File: config.mk
export PLATFORM = sky130hd
export DESIGN_NAME = unbitreverse
export DESIGN_NICKNAME = d
export VERILOG_FILES = /design/src/rtl/fft_pkg.sv /design/src/rtl/unbitrev_bank.sv /design/src/rtl/unbitreverse.sv
export SDC_FILE = /design/constraint.sdc
export NUM_CORES = 2
export LEC_CHECK = 0
export BUFFER_PORTS_ARGS = -buffer_cell sky130_fd_sc_hd__buf_2
export CORE_UTILIZATION = 52
export CTS_CLUSTER_SIZE = 20
export DETAILED_ROUTE_END_ITERATION = 8
export GPL_TIMING_DRIVEN = 0
export PLACE_DENSITY_LB_ADDON = 0.1
export REMOVE_ABC_BUFFERS = 1
export SETUP_SLACK_MARGIN = 0.5
export SLEW_MARGIN = 20
export SYNTH_ARGS = -nofsm -noshare
export SYNTH_HDL_FRONTEND = slang
export SYNTH_SLANG_ARGS = --single-unit
File: constraint.sdc
create_clock -name i_clk -period 7.63 [get_ports i_clk]
set_input_delay 0.763 -clock i_clk [delete_from_list [all_inputs] [get_ports i_clk]]
set_output_delay 0.763 -clock i_clk [all_outputs]
set_load 0.02 [all_outputs]
File: src/rtl/fft_pkg.sv
// Shared definitions for the FFT reorder blocks: block-alignment states,
// block-size helpers and a variable-width bit-reversal function.
package fft_pkg;

    typedef enum logic [1:0] {
        WAIT_SYNC = 2'd0,
        FILL      = 2'd1,
        RUN       = 2'd2
    } state_t;

    localparam int MAX_LG = 32;

    function automatic int fft_n(input int lg);
        return 1 << lg;
    endfunction

    function automatic int fft_n2(input int lg);
        return fft_n(lg) / 2;
    endfunction

    function automatic int fft_n4(input int lg);
        return fft_n(lg) / 4;
    endfunction

    // Reverses the low w bits of v; bits at and above w come back as zero.
    function automatic logic [MAX_LG-1:0] br(input logic [MAX_LG-1:0] v, input int w);
        logic [MAX_LG-1:0] res;
        res = '0;
        for (int i = 0; i < MAX_LG; i++) begin
            if (i < w) res[w-1-i] = v[i];
        end
        return res;
    endfunction

endpackage

File: src/rtl/unbitrev_bank.sv
// One-write, two-read sample memory with registered read ports, used as one
// lane of the unbitreverse ping-pong buffer.
module unbitrev_bank
    import fft_pkg::*;
#(
    parameter int AW = 5,
    parameter int DW = 48
) (
    input  logic          i_clk,
    input  logic          i_reset,
    input  logic          i_we,
    input  logic [AW-1:0] i_waddr,
    input  logic [DW-1:0] i_wdata,
    input  logic          i_re,
    input  logic [AW-1:0] i_raddr_0,
    input  logic [AW-1:0] i_raddr_1,
    output logic [DW-1:0] o_rdata_0,
    output logic [DW-1:0] o_rdata_1
);

    logic [DW-1:0] r_mem [2**AW];

    // NOTE: the storage array has no reset, so it maps onto plain RAM; only the read registers clear.
    always_ff @(posedge i_clk) begin
        if (i_we) r_mem[i_waddr] <= i_wdata;
    end

    always_ff @(posedge i_clk or posedge i_reset) begin
        if (i_reset) begin
            o_rdata_0 <= '0;
            o_rdata_1 <= '0;
        end else if (i_re) begin
            o_rdata_0 <= r_mem[i_raddr_0];
            o_rdata_1 <= r_mem[i_raddr_1];
        end
    end

endmodule

File: src/rtl/unbitreverse.sv
// Converts a two-sample-per-clock bit-reversed FFT block back to natural order
// using ping-pong buffering. Define UNBITREVERSE_RESYNC_EN to realign on a stray sync.
module unbitreverse
    import fft_pkg::*;
#(
    parameter int LGSIZE = 5,
    parameter int WIDTH  = 24
) (
    input  logic             i_clk,
    input  logic             i_reset,
    input  logic             i_ce,
    input  logic             i_sync,
    input  logic [2*WIDTH-1:0] i_in_0,
    input  logic [2*WIDTH-1:0] i_in_1,
    output logic [2*WIDTH-1:0] o_out_0,
    output logic [2*WIDTH-1:0] o_out_1,
    output logic             o_valid,
    output logic             o_sync,
    output logic             o_err
);

    localparam int N  = fft_n(LGSIZE);
    localparam int N2 = fft_n2(LGSIZE);
    localparam int N4 = fft_n4(LGSIZE);
    localparam int CW = LGSIZE - 1;
    localparam int DW = 2 * WIDTH;
    localparam logic [CW-1:0] C_LAST = CW'(N2 - 1);

    state_t        r_state, w_state_nxt;
    logic [CW-1:0] r_c, w_c_nxt;
    logic          r_pp, w_pp_nxt;
    logic          r_valid, w_valid_nxt;
    logic          r_sync, w_sync_nxt;
    logic          r_lane;

    logic          w_resync;
    logic          w_we;
    logic          w_rd_en;
    logic [CW-1:0] w_wr_c;
    logic [CW-1:0] w_r;
    logic [LGSIZE-1:0] w_waddr, w_raddr_0, w_raddr_1;
    logic [DW-1:0] w_a_rd0, w_a_rd1, w_b_rd0, w_b_rd1;

`ifdef UNBITREVERSE_RESYNC_EN
    assign w_resync = i_ce && i_sync && (r_state != WAIT_SYNC) && (r_c != '0);
`else
    assign w_resync = 1'b0;
`endif

    assign w_we    = i_ce && ((r_state != WAIT_SYNC) || i_sync);
    assign w_rd_en = i_ce && (r_state == RUN);
    assign w_wr_c  = w_resync ? '0 : r_c;
    assign w_waddr = {r_pp, w_wr_c};

    // Output step c needs X[2c], X[2c+1]: both sit in lane c[MSB], N/4 words apart.
    assign w_r       = CW'(br(MAX_LG'({r_c, 1'b0}), LGSIZE) >> 1);
    assign w_raddr_0 = {~r_pp, w_r};
    assign w_raddr_1 = {~r_pp, w_r + CW'(N4)};

    always_comb begin
        // NOTE: each next-state signal is given its hold value first, so no latch is inferred.
        w_state_nxt = r_state;
        w_c_nxt     = r_c;
        w_pp_nxt    = r_pp;
        w_valid_nxt = r_valid;
        w_sync_nxt  = r_sync;
        if (i_ce) begin
            unique case (r_state)
                WAIT_SYNC: begin
                    if (i_sync) begin
                        w_c_nxt     = CW'(1);
                        w_state_nxt = FILL;
                    end
                end
                FILL: begin
                    if (r_c == C_LAST) begin
                        w_c_nxt     = '0;
                        w_pp_nxt    = ~r_pp;
                        w_state_nxt = RUN;
                    end else begin
                        w_c_nxt = r_c + CW'(1);
                    end
                end
                RUN: begin
                    w_valid_nxt = 1'b1;
                    w_sync_nxt  = (r_c == '0);
                    w_c_nxt     = r_c + CW'(1);
                    if (r_c == C_LAST) w_pp_nxt = ~r_pp;
                end
                default: w_state_nxt = WAIT_SYNC;
            endcase
            if (w_resync) begin
                w_c_nxt     = CW'(1);
                w_state_nxt = FILL;
                w_valid_nxt = 1'b0;
                w_sync_nxt  = 1'b0;
            end
        end
    end

    // NOTE: sequential state uses non-blocking assignments so every register samples pre-edge values.
    always_ff @(posedge i_clk or posedge i_reset) begin
        if (i_reset) begin
            r_state <= WAIT_SYNC;
            r_c     <= '0;
            r_pp    <= 1'b0;
            r_valid <= 1'b0;
            r_sync  <= 1'b0;
            r_lane  <= 1'b0;
        end else begin
            r_state <= w_state_nxt;
            r_c     <= w_c_nxt;
            r_pp    <= w_pp_nxt;
            r_valid <= w_valid_nxt;
            r_sync  <= w_sync_nxt;
            if (w_rd_en) r_lane <= r_c[CW-1];
        end
    end

`ifdef UNBITREVERSE_RESYNC_EN
    logic r_err;
    always_ff @(posedge i_clk or posedge i_reset) begin
        if (i_reset)   r_err <= 1'b0;
        else if (i_ce) r_err <= w_resync;
    end
    assign o_err = r_err;
`else
    assign o_err = 1'b0;
`endif

    unbitrev_bank #(.AW(LGSIZE), .DW(DW)) u_bank_a (
        .i_clk     (i_clk),
        .i_reset   (i_reset),
        .i_we      (w_we),
        .i_waddr   (w_waddr),
        .i_wdata   (i_in_0),
        .i_re      (w_rd_en),
        .i_raddr_0 (w_raddr_0),
        .i_raddr_1 (w_raddr_1),
        .o_rdata_0 (w_a_rd0),
        .o_rdata_1 (w_a_rd1)
    );

    unbitrev_bank #(.AW(LGSIZE), .DW(DW)) u_bank_b (
        .i_clk     (i_clk),
        .i_reset   (i_reset),
        .i_we      (w_we),
        .i_waddr   (w_waddr),
        .i_wdata   (i_in_1),
        .i_re      (w_rd_en),
        .i_raddr_0 (w_raddr_0),
        .i_raddr_1 (w_raddr_1),
        .o_rdata_0 (w_b_rd0),
        .o_rdata_1 (w_b_rd1)
    );

    assign o_out_0 = r_lane ? w_b_rd0 : w_a_rd0;
    assign o_out_1 = r_lane ? w_b_rd1 : w_a_rd1;
    assign o_valid = r_valid;
    assign o_sync  = r_sync;

endmodule

## Word level (Yosys, flattened, before mapping)

Memories as Yosys holds them, arrays and structs flattened. A register that Yosys moved wholly into a read port is not among the register bits.
Index checks and enable logic that the tools add are counted.

- Logic and storage cells: 39
- Output and inout bits: 99
- Bits in registers: 10
- Input bits: 100
- Memories kept: 2
- RAM bits: 3072

- Bitwise operators: 2
- Mux-type cells: 10
- Reduce and logical (&&, ||, !) cells: 12
- Add/subtract/negate cells: 2
- Eq/ne operators: 5

Memory list:

| memory | words | width | rd ports | clocked after Yosys merged registers in | write ports | line | text |
|---|---|---|---|---|---|---|---|
| u_bank_a.r_mem | 32 | 48 | 2 | 2 | 1 | unbitrev_bank.sv:21 | `logic [DW-1:0] r_mem [2**AW];` |
| u_bank_b.r_mem | 32 | 48 | 2 | 2 | 1 | unbitrev_bank.sv:21 |  |

Operators by type and width:

| cell | count |
|---|---|
| 48-bit 2-to-1 mux | 2 |
| 4-bit case mux with 3 select lines | 1 |
| 4-bit 2-to-1 mux | 2 |
| 2-bit case mux with 3 select lines | 1 |
| 3-bit AND reduction | 2 |
| 3-bit by 4-bit adder with 4-bit output (second input constant) | 1 |
| 4-bit by 1-bit adder with 4-bit output (second input constant) | 1 |
| 4-bit equality test (second input constant) | 1 |
| 4-bit logical NOT | 1 |
| 2-bit 2-to-1 mux | 2 |
| 2-bit != test (second input constant) | 2 |
| 4-bit AND reduction | 1 |
| 3-bit nonzero test | 1 |
| 2-bit by 1-bit equality test with 1-bit output (second input constant) | 1 |
| 2-bit equality test (second input constant) | 1 |
| 1-bit logical AND | 2 |
| 2-bit logical NOT | 1 |
| 1-bit 2-to-1 mux | 2 |
| 1-bit inverter | 2 |
| 2-bit AND reduction | 1 |
| 2-bit nonzero test | 1 |
| 2-bit OR reduction | 1 |
| 1-bit logical OR | 1 |

## Longest topological paths before layout

- Depth after elaboration: 5
- Mapped depth: 9
- Depth with buffers taken out: 6

## Hierarchy

A second synthesis with hierarchy kept.

- Cell total of the unflattened synthesis: 10102
- Area, all modules: 153845.0 µm²

By module, submodules not included:

| module | area each (µm²) | cells each | instances | seq. area each (µm²) |
|---|---|---|---|---|
| unbitrev_bank (u_bank_a) | 76070.5 | 4966 | 1 | 48526.5 |
| unbitrev_bank (u_bank_b) | 76002.9 | 4966 | 1 | 48526.5 |
| unbitreverse | 1771.7 | 170 | 1 | 250.2 |

## Worst setup path before layout

No wires, ideal clock.

- Path type: register to register
- Start: register r_c[0]
- End: memory u_bank_a.r_mem[12][0], enable pin
- Arrival: 5.490 ns
- Stages on the path, launching flop included: 7
- Buffers on the path: 2
- Setup slack: 1.588 ns
- Library setup time: 0.552 ns
- Required time: 7.078 ns
- Period minus slack after synthesis: 6.042 ns
- Cell sequence: dfrtp_1 buf_2 clkinv_1 clkbuf_1 ha_1 nand2_1 nor2_1

RTL lines:

| element | line | text |
|---|---|---|
| from (decl) | unbitreverse.sv:30 | `logic [CW-1:0] r_c, w_c_nxt;` |
| from (signal assigned) | unbitreverse.sv:112 | `r_c <= w_c_nxt;` |
| to (decl) | unbitrev_bank.sv:21 |  |

Straight into the memory's write port.

## Final worst setup path

- Start: register r_c[0]
- End: memory u_bank_b.r_mem[20][14], enable pin

RTL lines:

| element | line |
|---|---|
| to (decl) | unbitrev_bank.sv:21 |

Straight into the memory's write port.

==> results summary <==
The worst register-to-register path begins at r_c[0]$_DFFE_PP0P_. In this run the register-to-register setup slack is 3.59 ns. Once the floorplan was initialized, standard cells occupied 52.3% of the core. After synthesis, the mean cell area works out to 17.9 sq um. The CTS buffer count came out at 347. The worst setup path is captured at a register.

The final RePlAce weighted congestion came out at 0.708. The number of instances resized during post-cts repair is 0. The clock transition at the registers of the reported paths is 0.06 ns. The clock period minus final worst setup slack is 4.04 ns. After detailed routing, the average wire length per cell comes to 31.7 um. The number of flops mapped to enable cells by yosys came out at 3072.

The origin of the worst min-delay path is i_in_0[10]. In this design, the largest share of critical-path delay is due to buffers and inverters. The mapped cell area is 126000 sq um. TritonCTS built the clock tree.

The worst hold-check slack came out at 0.290 ns. The power after layout came out at 49400 uW. The library cell used most frequently in the layout, excluding fill and tap cells, is sky130_fd_sc_hd__edfxtp_1. The number of cells traversed by the worst hold path came out at 1.

The flow ran to the end, and the final reports show no timing, DRC or antenna violations. The library cells used most frequently in the layout, excluding fill and tap cells, are sky130_fd_sc_hd__edfxtp_1 (3072), sky130_fd_sc_hd__mux2i_1 (1453), sky130_fd_sc_hd__o22ai_1 (392). The wire length of the first global-routing pass is 492000 um. The post-cts hold buffer count came out at 1. Max-cap violations in this run came to 0. The final layout net count came out at 7649.

Of the post-synthesis cell area, the dominant cell type holds 73.4%. The cell repeated most along the worst path is sky130_fd_sc_hd__buf_12. The summed negative setup slack over all endpoints is 0 ns.

For this design the static power due to leakage is 0.0464 uW. The biggest fanout along the worst timing path is 20. Summing all non-filler instances in the final layout gives an area of 149000 sq um.

The final-report max-slew violation count came out at 0. Global routing used 28.5% of the available tracks across all layers. The area growth from synthesis to layout is 18.5%.

In the synthesized netlist, the number of instances is 7022. The cell with the biggest individual delay on the critical path is sky130_fd_sc_hd__dfrtp_1. The area enclosed by the die boundary came out at 244000 sq um. Measured against its own limit, the worst slew margin works out to 39.2%. The pre-CTS worst setup slack came out at 3.67 ns. The remaining number of nets flagged by the antenna check after routing is 0. Setup repair after global routing left no endpoint under its margin. The count of yosys warnings during synthesis is 0. The number of sinks handled by clock tree synthesis is 3274.

The mean number of vias per cell came out at 6.19. The slew at the pin closest to its max-slew limit came out at 0.913 ns. The slack of the critical path is 3.59 ns. The total length of routed wires is 349000 um. The total power per unit cell area is 332 nW/um^2. The number of buffer cells added on primary ports is 197.

The chip width came out at 494 um. The HPWL after detailed placement is 218000 um. The number of setup violations in the final report is 0. The top-level port count is 199. The post-route netlist has 16.2% of its cells at a drive strength greater than 1. The path with the worst hold slack has its endpoint at u_bank_a.r_mem[7][10]$_DFFE_PP_. The top achievable clock speed is 247 MHz.

In the synthesized netlist the dominant register cell turns out to be sky130_fd_sc_hd__edfxtp_1. For this block, the via count after detailed routing is 68174. The via count of the first global-routing pass is 67744. The worst setup path is of the register to register kind. The worst setup path is launched from a register. The hold violation count in the final report is 0. The total setup buffers inserted after CTS came out at 0. The sequential area share after synthesis is 77.4%. The biggest area contributor in the post-synthesis netlist is sky130_fd_sc_hd__edfxtp_1. The number of cell rows is 180. The number of buffers on the longest clock path is 4. The number of unique standard cell types used by synthesis came out at 41. The depth of the worst register-to-register path came out at 9.

The post-route DRC violation count is 0. In this run the cell area measured after placement is 138000 sq um. The initial antenna violation count came out at 38. The class of the tightest hold or removal check is primary input to register. The number of buffer and inverter stages on the critical path came out at 6. The number of detailed-route iterations in the first pass came out at 6. The endpoint required time on the critical path is 8.25 ns.

Between clock sinks in the finished design, the worst skew comes to 0.0355 ns. The first-iteration detailed-routing DRC count came out at 6767. The synthesized design contains 3274 register bits. The die is 494 um tall. The core area came out at 240000 sq um. On the worst path, the slowest cell contributes a delay of 0.71 ns.

The sum of overflow across all layers after global routing is 0. The signal on the critical path passes through clkinv_4 > buf_16 > ha_1 > nand2_1 > nor2_4 > buf_16 > buf_12 > buf_12 > buf_12. Data arrives at the worst endpoint at 4.67 ns. By area the synthesized netlist is led by sky130_fd_sc_hd__edfxtp_1 (73%), sky130_fd_sc_hd__mux2i_1 (12%), sky130_fd_sc_hd__dfrtp_1 (4.0%), sky130_fd_sc_hd__o22ai_1 (2.0%), sky130_fd_sc_hd__nor2_1 (1.2%). The worst flop-to-flop path endpoint is u_bank_b.r_mem[20][14]$_DFFE_PP_. The highest ir drop seen on vdd came out at 0.000214 V. The pin count of the biggest net entering global routing is 55. The master cell of the clock root buffer is sky130_fd_sc_hd__clkbuf_16. CTS built an H-tree with a depth of 5. The clock latency of the later-clocked register in the worst-skew pair is 0.96 ns.

In the synthesized netlist the async set-or-reset flop fraction comes to 6.17%. The final clock period utilization by the worst path came out at 53.0%.
state kept, by name, summed over array words and instances (netlist names), 2 cells and up:
name,flops
u_bank_a.r_mem,1536
u_bank_b.r_mem,1536
u_bank_a.o_rdata_0,48
u_bank_a.o_rdata_1,48
u_bank_b.o_rdata_0,48
u_bank_b.o_rdata_1,48
r_c,4
r_state,2
per-stage QoR:
stage,std cells,util [%]
2_1_floorplan,6601,-
3_3_place_gp,9983,53.4
3_5_place_dp,10377,57.4
4_1_cts,10996,62.0
5_1_grt,11004,62.0
6_report,11007,62.0
report_power, final:
group          internal (uW)  total [uW]  switching (uW)
Combinational           4900       12000            7150
Clock                   9560       16200            6650
Sequential             20700       21200             500
synth_stat cells (all sizes together), types with 3 or more instances:
library cell	count
a21oi	79
dfrtp	202
nand2	102
mux4	56
nor2	386
clkbuf	161
nand3	83
inv	6
ha	7
o2bb2ai	3
a32oi	12
buf	260
o32ai	37
mux2i	1453
o22ai	392
nor3	232
o21ai	115
edfxtp	3072
nor4	128
a22oi	104
nand4	11
nand2b	3
mux2	98
nand3b	5
area by class of cell:
cell class	instances	area (sq um)
diodes	11	27.5
clock buffers	465	9490
clock inverters	153	1370
fillers	16862	91400
inverters	7	38.8
multi-input cells	3320	26400
flip-flops and latches	3274	97300
well taps	3185	3990
repair buffers	592	10300
worst max path at each step:
stage / start / endpoint / slack, ns / depth (start not counted)
2_1_floorplan: r_c[2]$_DFFE_PP0P_ / u_bank_a.r_mem[28][0]$_DFFE_PP_ / -48.54 / 2
3_3_place_gp: r_c[2]$_DFFE_PP0P_ / u_bank_b.r_mem[28][38]$_DFFE_PP_ / -76.72 / 2
3_5_place_dp: r_c[2]$_DFFE_PP0P_ / u_bank_b.r_mem[21][14]$_DFFE_PP_ / 3.67 / 9
4_1_cts: r_lane$_DFFE_PP0P_ / o_out_0[11] / 3.55 / 5
5_1_grt: r_c[2]$_DFFE_PP0P_ / u_bank_a.o_rdata_1[30]$_DFFE_PP0P_ / 3.52 / 11
6_report: r_c[0]$_DFFE_PP0P_ / u_bank_b.r_mem[20][14]$_DFFE_PP_ / 3.59 / 9
metal layers:
layer / wire length (um) / GRT usage, % / share of wire, % / vias up
met5: 157 / 0 / 0.045 / -
met4: 10800 / 9.07 / 3.1 / 26
met3: 22600 / 4.35 / 6.5 / 645
met2: 174000 / 47.8 / 50 / 2646
met1: 142000 / 38.3 / 41 / 35839
li1: - / - / - / 29018
cells by family after synthesis:
logic type | share of synthesized area, %
flops | 77.4
compound gates | 3.72
xor+xnor | 0.0139
fa+ha+maj | 0.0697
other cells | 0.00298
mux | 13.5
simple gates | 3.50
buf+inv | 1.83
(Power assumes the default switching activity.)
